$ cat src/rtl/div_unit.sv
// Iterative 32-bit integer divider (DIV/DIVU/REM/REMU) with a register-file write port.
// Restoring shift-subtract, one quotient bit per clock, signs corrected after the loop.
`timescale 1ns/1ps

module div_unit (
    input  logic        clk,
    input  logic        rst_n,
    input  logic        start,
    input  logic [2:0]  funct3,
    input  logic [31:0] rs1_data,
    input  logic [31:0] rs2_data,
    input  logic [4:0]  rd_addr_in,
    output logic        busy,
    output logic        done,
    output logic [31:0] result,
    output logic [4:0]  rd_addr_out,
    output logic        wren
);

    // state  | meaning
    // IDLE   | waiting for start; operands latched on an accepted start
    // DIVIDE | one restoring iteration per clock, 32 in total
    // FIXUP  | sign correction of quotient/remainder, result registered
    // DONE   | done/wren pulse, result valid
    typedef enum logic [1:0] {
        S_IDLE   = 2'd0,
        S_DIVIDE = 2'd1,
        S_FIXUP  = 2'd2,
        S_DONE   = 2'd3
    } state_t;

    state_t state, state_nxt;

    logic [2:0]  funct3_r;
    logic [4:0]  rd_addr_r;
    logic        sign1_r;
    logic        sign2_r;
    logic [31:0] quo_r;
    logic [31:0] dvs_r;
    logic [32:0] rem_r;
    logic [5:0]  cnt_r;

    logic        in_signed;
    logic        in_rem;
    logic        div_zero;
    logic        overflow;
    logic        special;
    logic [31:0] special_val;
    logic [31:0] abs1;
    logic [31:0] abs2;

    logic        op_signed;
    logic        op_rem;
    logic [33:0] diff;
    logic        borrow;
    logic [31:0] quo_fix;
    logic [31:0] rem_fix;

    assign in_signed = funct3[2] & ~funct3[0];
    assign in_rem    = funct3[2] & funct3[1];
    assign div_zero  = (rs2_data == 32'd0);
    assign overflow  = in_signed && (rs1_data == 32'h8000_0000) && (rs2_data == 32'hFFFF_FFFF);
    assign special   = div_zero | overflow;
    assign abs1      = (in_signed && rs1_data[31]) ? -rs1_data : rs1_data;
    assign abs2      = (in_signed && rs2_data[31]) ? -rs2_data : rs2_data;

    always_comb begin
        special_val = 32'd0;
        if (div_zero)
            special_val = in_rem ? rs1_data : 32'hFFFF_FFFF;
        else
            special_val = in_rem ? 32'd0 : 32'h8000_0000;
    end

    assign op_signed = funct3_r[2] & ~funct3_r[0];
    assign op_rem    = funct3_r[2] & funct3_r[1];

    // 34-bit trial subtraction: the top bit is a clean borrow even when the shifted remainder exceeds 32 bits
    assign diff   = {rem_r, quo_r[31]} - {2'b00, dvs_r};
    assign borrow = diff[33];

    assign quo_fix = (op_signed && (sign1_r ^ sign2_r)) ? -quo_r : quo_r;
    assign rem_fix = (op_signed && sign1_r) ? -rem_r[31:0] : rem_r[31:0];

    always_ff @(posedge clk or negedge rst_n) begin
        if (!rst_n)
            state <= S_IDLE;
        else
            state <= state_nxt;
    end

    always_comb begin
        state_nxt = state;
        busy      = 1'b1;
        done      = 1'b0;
        case (state)
            S_IDLE: begin
                busy = 1'b0;
                if (start)
                    state_nxt = special ? S_DONE : S_DIVIDE;
            end
            S_DIVIDE: begin
                if (cnt_r == 6'd31)
                    state_nxt = S_FIXUP;
            end
            S_FIXUP: begin
                state_nxt = S_DONE;
            end
            S_DONE: begin
                done      = 1'b1;
                state_nxt = S_IDLE;
            end
            default: begin
                state_nxt = S_IDLE;
            end
        endcase
    end

    assign wren = done;

    always_ff @(posedge clk or negedge rst_n) begin
        if (!rst_n) begin
            funct3_r    <= 3'd0;
            rd_addr_r   <= 5'd0;
            sign1_r     <= 1'b0;
            sign2_r     <= 1'b0;
            quo_r       <= 32'd0;
            dvs_r       <= 32'd0;
            rem_r       <= 33'd0;
            cnt_r       <= 6'd0;
            result      <= 32'd0;
            rd_addr_out <= 5'd0;
        end else begin
            case (state)
                S_IDLE: begin
                    if (start) begin
                        funct3_r  <= funct3;
                        rd_addr_r <= rd_addr_in;
                        sign1_r   <= in_signed & rs1_data[31];
                        sign2_r   <= in_signed & rs2_data[31];
                        quo_r     <= abs1;
                        dvs_r     <= abs2;
                        rem_r     <= 33'd0;
                        cnt_r     <= 6'd0;
                        // special cases skip the loop, so their result is ready on the DONE entry edge
                        if (special) begin
                            result      <= special_val;
                            rd_addr_out <= rd_addr_in;
                        end
                    end
                end
                S_DIVIDE: begin
                    if (borrow) begin
                        rem_r <= {rem_r[31:0], quo_r[31]};
                        quo_r <= {quo_r[30:0], 1'b0};
                    end else begin
                        rem_r <= diff[32:0];
                        quo_r <= {quo_r[30:0], 1'b1};
                    end
                    cnt_r <= cnt_r + 6'd1;
                end
                S_FIXUP: begin
                    result      <= op_rem ? rem_fix : quo_fix;
                    rd_addr_out <= rd_addr_r;
                end
                default: begin
                end
            endcase
        end
    end

endmodule

$ cat config.mk
export PLATFORM = sky130hd
export DESIGN_NAME = div_unit
export DESIGN_NICKNAME = d
export VERILOG_FILES = /design/src/rtl/div_unit.sv
export SDC_FILE = /design/constraint.sdc
export NUM_CORES = 1
export LEC_CHECK = 0
export ABC_AREA = 0
export CAP_MARGIN = 40
export CELL_PAD_IN_SITES_DETAIL_PLACEMENT = 0
export CELL_PAD_IN_SITES_GLOBAL_PLACEMENT = 1
export CORE_MARGIN = 3
export CORE_UTILIZATION = 47
export DETAILED_ROUTE_END_ITERATION = 6
export PLACE_DENSITY = 0.91
export SYNTH_ARGS = -nofsm -noshare
export SYNTH_HDL_FRONTEND = slang
export SYNTH_SLANG_ARGS = --single-unit
$ cat constraint.sdc
create_clock -name clk -period 5.6 [get_ports clk]
set_clock_uncertainty 0.15 [all_clocks]
set_input_delay 0.56 -clock clk [delete_from_list [all_inputs] [get_ports clk]]
set_output_delay 0.56 -clock clk [all_outputs]
set_load 0.01 [all_outputs]
==> impl_metrics.yaml, run 1 <==
job:
  drv_cap: 0
timing:
  setup_viol: 0
  period_needed_ns: 3.83
  hold_viol: 0
  max-slew-margin-rel_pct: 30.4
  finalSetupTns_ns: 0
  rsz0062_at_grt: "false"
  maxSlewViolCount: 0
  fin_crit_sh_pct: 68.4
  tightestPinTransition_ns: 1.02
  max_freq_mhz: 261
  hold_ws_ns: 0.328
global_route:
  grt_max_degree: 80
  grt_pass1_wl_um: 53500
  grt_pass1_vias: 10300
  grt_overflow: 0
  track_usage_pct: 25.2
  antenna_found_initial: 0
drt:
  wl_per_cell_um: 18.1
  drt-pass1-iter-count: 5
  ant_nets: 0
  drc: 0
  avgViaCountPerCell: 5.83
  drtIter0Drc: 830
  num_vias: 10700
  totalWireLength_um: 33200
floorplan:
  start_util_pct: 48.3
  die_height_um: 162
  pin_count: 115
  dieArea_um2: 26300
  fp.dieW_um: 162
  core_region_area_um2: 23800
  row_count: 56
run_status:
  run_status: "complete, no violations"
synthesis:
  synth_cell_types: 75
  synthXorXnorAreaFrac_pct: 11.3
  avgSynthCellArea_um2: 8.00
  syn_nets: 1553
  ys_top_cells_by_count: "nand2_1, o21ai_0, dfrtp_1"
  synth-simple-area-share_pct: 21.3
  synth_ff_type: "dfrtp_1"
  synth_top_family_by_area: "compound AO/OA/AOI/OAI gates"
  yosysMostFrequentCell: "nand2_1"
  synth_compound_gate_area_share_pct: 23.1
  synth_area_um2: 11500
  yosys_warnings: 0
  synth_area_leaders: "dfrtp_1, o21ai_0, nand2_1, xnor2_1, xor2_1"
  synthAdderAreaFrac_pct: 4.75
  synth_top_cell_area_share_pct: 33.1
  yosys_register_bits: 152
  synth_async_sr_flop_share_pct: 100
  synthCells: 1435
  yosysTopAreaCell: "dfrtp_1"
  synth_edf_count: 0
  muxShareOfSynthArea_pct: 1.74
  ys_seq_area_share_pct: 33.1
power_and_ir_drop:
  vdd_drop_max_uv: 419
  p_per_area_nw_per_um2: 639
  p_leak_nw: 5.50
cts:
  ctsResizeCount: 0
  tritoncts: "built"
  clockBufferDepth: 2
  cts_htree_levels: 4
  cts_buffers: 17
  clock_sinks: 152
  clk_latency_ns: 0.42
  clkSlewWorstSetupHoldPaths_ns: 0.06
  ctsRootBufferMaster: "clkbuf_16"
placement:
  dpl.hpwl_um: 24900
  place_congestion: 0.923
  io_buffer_count: 114
critical_path:
  start_kind: "input pin"
  required_ns: 5.76
  worst-path-max-fanout: 28
  worst_ep_arrival_time_ns: 3.99
  end_kind: "register"
  path_class: "in -> reg"
layout:
  fin_util_pct: 56.8
  diodes: 0
  drive_above_1_share_pct: 5.92
  finalNetCount: 1625
  filler_cell_count: 2159
  area.growth.synth_to_final_pct: 17.6
hold_path:
  hp-class: "reg -> reg"
## registers in the layout (all words and copies together), names as in the netlist
register and count:
cnt_r 6, dvs_r 32, funct3_r 3, quo_r 32, rd_addr_out 5, rd_addr_r 5
rem_r 33, result 32, sign1_r 1, sign2_r 1, state 2
## stage by stage
step / instances / total power (W) / area, um2 / setup WS, ns
floorplan: 1435 / 0.00581 / 11500 / 2.45
finish: 1839 / 0.00863 / 13500 / 1.77
global route: 1839 / 0.00934 / 13500 / 1.52
global placement: 1804 / 0.00722 / 12800 / 1.44
CTS: 1839 / 0.00861 / 13500 / 1.76
detailed placement: 1806 / 0.00732 / 12800 / 1.37
## critical path, stage by stage
cell,delay (ns)
clkdlybuf4s50_1,0.49
nor2b_1,0.55
nand2_1,0.65
nor2_1,0.25
nand4_1,0.25
nor3_1,0.31
inv_1,0.11
nand2_4,0.10
a31oi_4,0.33
a22o_1,0.36
## where the power goes
group	internal [W]	switching [W]	total (W)
Clock	0.000763	0.000494	0.00126
Combinational	0.00211	0.00305	0.00517
Sequential	0.00164	0.000564	0.00220
Total	0.00452	0.00411	0.00863
## area by class of cell
class	count	area, um2	share of cell area, %
well taps	319	399	2.96
multi-input cells	1149	7160	53.1
repair buffers	128	1270	9.44
clock buffers	19	443	3.28
clock inverters	13	194	1.44
flip-flops and latches	152	3800	28.2
inverters	59	221	1.64
## metal layers
| metal | routed length (um) | track usage [%] | up-vias |
|---|---|---|---|
| li1 | - | - | 5274 |
| met2 | 15400 | 40.8 | 367 |
| met5 | 0 | 0 | - |
| met4 | 646 | 6.63 | 0 |
| met3 | 1930 | 3.80 | 53 |
| met1 | 15300 | 35.3 | 5019 |
## final timing paths
check	from	to	slack, ns	cells after the start
worst max-delay path	funct3[2]	result[20]$_DFFE_PN0P_	1.77	10
worst min-delay path	dvs_r[20]$_DFFE_PN0P_	dvs_r[20]$_DFFE_PN0P_	0.33	2
worst max register to register	rem_r[1]$_DFFE_PN0P_	rem_r[31]$_DFFE_PN0P_	1.78	12
worst min register to register	dvs_r[20]$_DFFE_PN0P_	dvs_r[20]$_DFFE_PN0P_	0.33	2
max in group asynchronous	rst_n	quo_r[13]$_DFFE_PN0P_	3.77	3
min in group asynchronous	rst_n	quo_r[5]$_DFFE_PN0P_	0.47	2
## logic make-up after synthesis
kind of cell / after synthesis
AND/OR/NAND/NOR: 503
buffers and inverters: 134
XOR/XNOR: 147
AO/OA/AOI/OAI: 437
flip-flops: 152
adder cells (fa/ha/maj): 43
multiplexers: 19
## layout by cell type (no fill, tap or decap), types with 9 or more instances in the layout
cell type / count
clkdlybuf4s50_1: 113
o21ai_1: 12
a32oi_1: 10
mux2i_1: 11
o31ai_1: 20
nand3_1: 59
xnor2_1: 73
buf_4: 11
clkbuf_16: 17
or3_1: 17
a31oi_1: 20
o21ai_0: 156
nor2_1: 116
and2_1: 10
ha_1: 41
dfrtp_1: 152
nor4_1: 12
nor2b_1: 10
nand2_1: 177
nor3_1: 25
nand4_1: 18
nand2b_1: 9
a21oi_1: 124
inv_1: 59
o22ai_1: 19
xor2_1: 72
## repair_timing
| item | 4_1_cts | 5_1_grt |
|---|---|---|
| buffers inserted | 0 | 0 |
| hold endpoints to repair | 38 | 0 |
| hold buffers | 1 | 0 |
(Power assumes the default switching activity.)
==> run 2, diff against run 1 <==
--- a/config.mk
+++ b/config.mk
@@ -10,9 +10,9 @@
 export CELL_PAD_IN_SITES_DETAIL_PLACEMENT = 0
 export CELL_PAD_IN_SITES_GLOBAL_PLACEMENT = 1
 export CORE_MARGIN = 3
-export CORE_UTILIZATION = 47
+export CORE_UTILIZATION = 39
 export DETAILED_ROUTE_END_ITERATION = 6
-export PLACE_DENSITY = 0.91
+export PLACE_DENSITY = 0.81
 export SYNTH_ARGS = -nofsm -noshare
 export SYNTH_HDL_FRONTEND = slang
 export SYNTH_SLANG_ARGS = --single-unit
==> constraint.sdc (replaced) <==
create_clock -name clk -period 3.2 [get_ports clk]
set_clock_uncertainty 0.15 [all_clocks]
set_input_delay 0.32 -clock clk [delete_from_list [all_inputs] [get_ports clk]]
set_output_delay 0.32 -clock clk [all_outputs]
set_load 0.01 [all_outputs]
==> impl_metrics.yaml, run 2 (synthesis results as in run 1) <==
layout:
  final_common_cell: "nand2_1"
  fin_util_pct: 51.3
  mostFrequentLayoutCells: "nand2_1, buf_4, o21ai_0"
  filler_cell_count: 2778
  diodes: 0
  drive_above_1_share_pct: 15.1
  largest_register: "rem_r"
  area.growth.synth_to_final_pct: 29.0
  largest_register_ff_count: 33
  finalNetCount: 1782
timing:
  period_needed_ns: 3.06
  fin_crit_sh_pct: 95.6
  hold_viol: 0
  setup_viol: 0
  finalSetupTns_ns: 0
  max-slew-margin-rel_pct: 41.0
  maxSlewViolCount: 0
  setup_ws_ns: 0.142
  tightestPinTransition_ns: 0.883
  max_freq_mhz: 327
drt:
  totalWireLength_um: 35600
  num_vias: 11300
  drt-pass1-iter-count: 5
  ant_nets: 0
  drc: 0
  wl_per_cell_um: 17.3
  drtIter0Drc: 755
  avgViaCountPerCell: 5.48
cts:
  clockBufferDepth: 2
  cts_htree_levels: 4
  cts_buffers: 17
  tritoncts: "built"
  clkSlewWorstSetupHoldPaths_ns: 0.07
  clock_sinks: 152
  postCtsSetupRepairBufs: 0
  ctsRootBufferMaster: "clkbuf_16"
  clk_latency_ns: 0.43
floorplan:
  start_util_pct: 39.8
  pin_count: 115
  dieArea_um2: 31500
  row_count: 62
  core_region_area_um2: 28900
  fp.dieW_um: 178
  die_height_um: 178
global_route:
  grt_pass1_wl_um: 57100
  grt_overflow: 0
  antenna_found_initial: 0
  grt_max_degree: 79
  track_usage_pct: 22.7
  grt_pass1_vias: 10900
critical_path:
  path_class: "reg -> reg"
  end_kind: "register"
  worst-path-max-fanout: 4
  worst_ep_arrival_time_ns: 3.26
  start_kind: "register"
  required_ns: 3.40
run_status:
  run_status: "complete, no violations"
placement:
  dpl.hpwl_um: 27500
  post-place-ws_ns: -0.0895
  io_buffer_count: 114
  place_congestion: 0.926
hold_path:
  hp-class: "in -> async"
power_and_ir_drop:
  vdd_drop_max_uv: 650
  p_leak_nw: 6.26
  p_per_area_nw_per_um2: 1120
job:
  drv_cap: 0
run 2: path summary, 6_finish.rpt:
| path | endpoint | startpoint | cells past startpoint | slack (ns) |
|---|---|---|---|---|
| setup / recovery | result[26]$_DFFE_PN0P_ | quo_r[7]$_DFFE_PN0P_ | 9 | 0.14 |
| hold / removal | quo_r[4]$_DFFE_PN0P_ | rst_n | 2 | 0.27 |
| setup reg to reg | result[26]$_DFFE_PN0P_ | quo_r[7]$_DFFE_PN0P_ | 9 | 0.14 |
| hold reg to reg | dvs_r[19]$_DFFE_PN0P_ | dvs_r[19]$_DFFE_PN0P_ | 2 | 0.33 |
| max in group asynchronous | cnt_r[4]$_DFFE_PN0P_ | rst_n | 3 | 1.75 |
| min in group clk | dvs_r[19]$_DFFE_PN0P_ | dvs_r[19]$_DFFE_PN0P_ | 2 | 0.33 |
run 2: critical path, stage by stage (launching register included):
cell and delay [ns]:
dfrtp_1 0.42, nor3_1 0.34, nand4b_1 0.16, or4_4 0.47
or3_4 0.42, or4_4 0.46, o31ai_4 0.20, xnor2_1 0.14
o21ai_1 0.07, o21ai_1 0.14
run 2: repair_timing:
action | 4_1_cts | 5_1_grt
gates resized for setup | 0 | 21
setup endpoints to repair | 0 | 34
hold endpoints to repair | 54 | 0
hold buffers | 1 | 0
run 2: layout make-up:
| cell class | instances | area (um2) | share of cell area (%) |
|---|---|---|---|
| Clock inverter | 9 | 104 | 0.701 |
| Sequential cell | 152 | 3800 | 25.7 |
| Multi-Input combinational cell | 1149 | 7230 | 48.8 |
| Tap cell | 384 | 480 | 3.25 |
| Timing Repair Buffer | 285 | 2520 | 17.0 |
| Clock buffer | 20 | 447 | 3.02 |
| Inverter | 59 | 221 | 1.50 |
run 2: per-layer routing:
| layer | vias to the layer above | GRT usage [%] | part of all wire, % |
|---|---|---|---|
| met1 | 5315 | 32.2 | 48 |
| li1 | 5570 | - | - |
| met3 | 39 | 2.97 | 5.5 |
| met4 | 0 | 5.37 | 1.7 |
| met2 | 358 | 36.7 | 45 |
| met5 | - | 0 | 0 |
run 2: metrics by stage:
stage                     instance area (um2)  power, W  std cells  hold WS [ns]
after floorplan                         11500    0.0102       1435        -0.126
after global placement                  14200    0.0142       2028         0.176
after detailed placement                14200    0.0144       2028         0.170
after CTS                               14700    0.0164       2058         0.284
after global routing                    14800    0.0180       2058         0.331
final                                   14800    0.0166       2058         0.266
run 2: where the power goes:
group | switching, W | internal [W]
clock | 0.000809 | 0.00115
combinational | 0.00595 | 0.00499
sequential | 0.000873 | 0.00287
total | 0.00763 | 0.00901
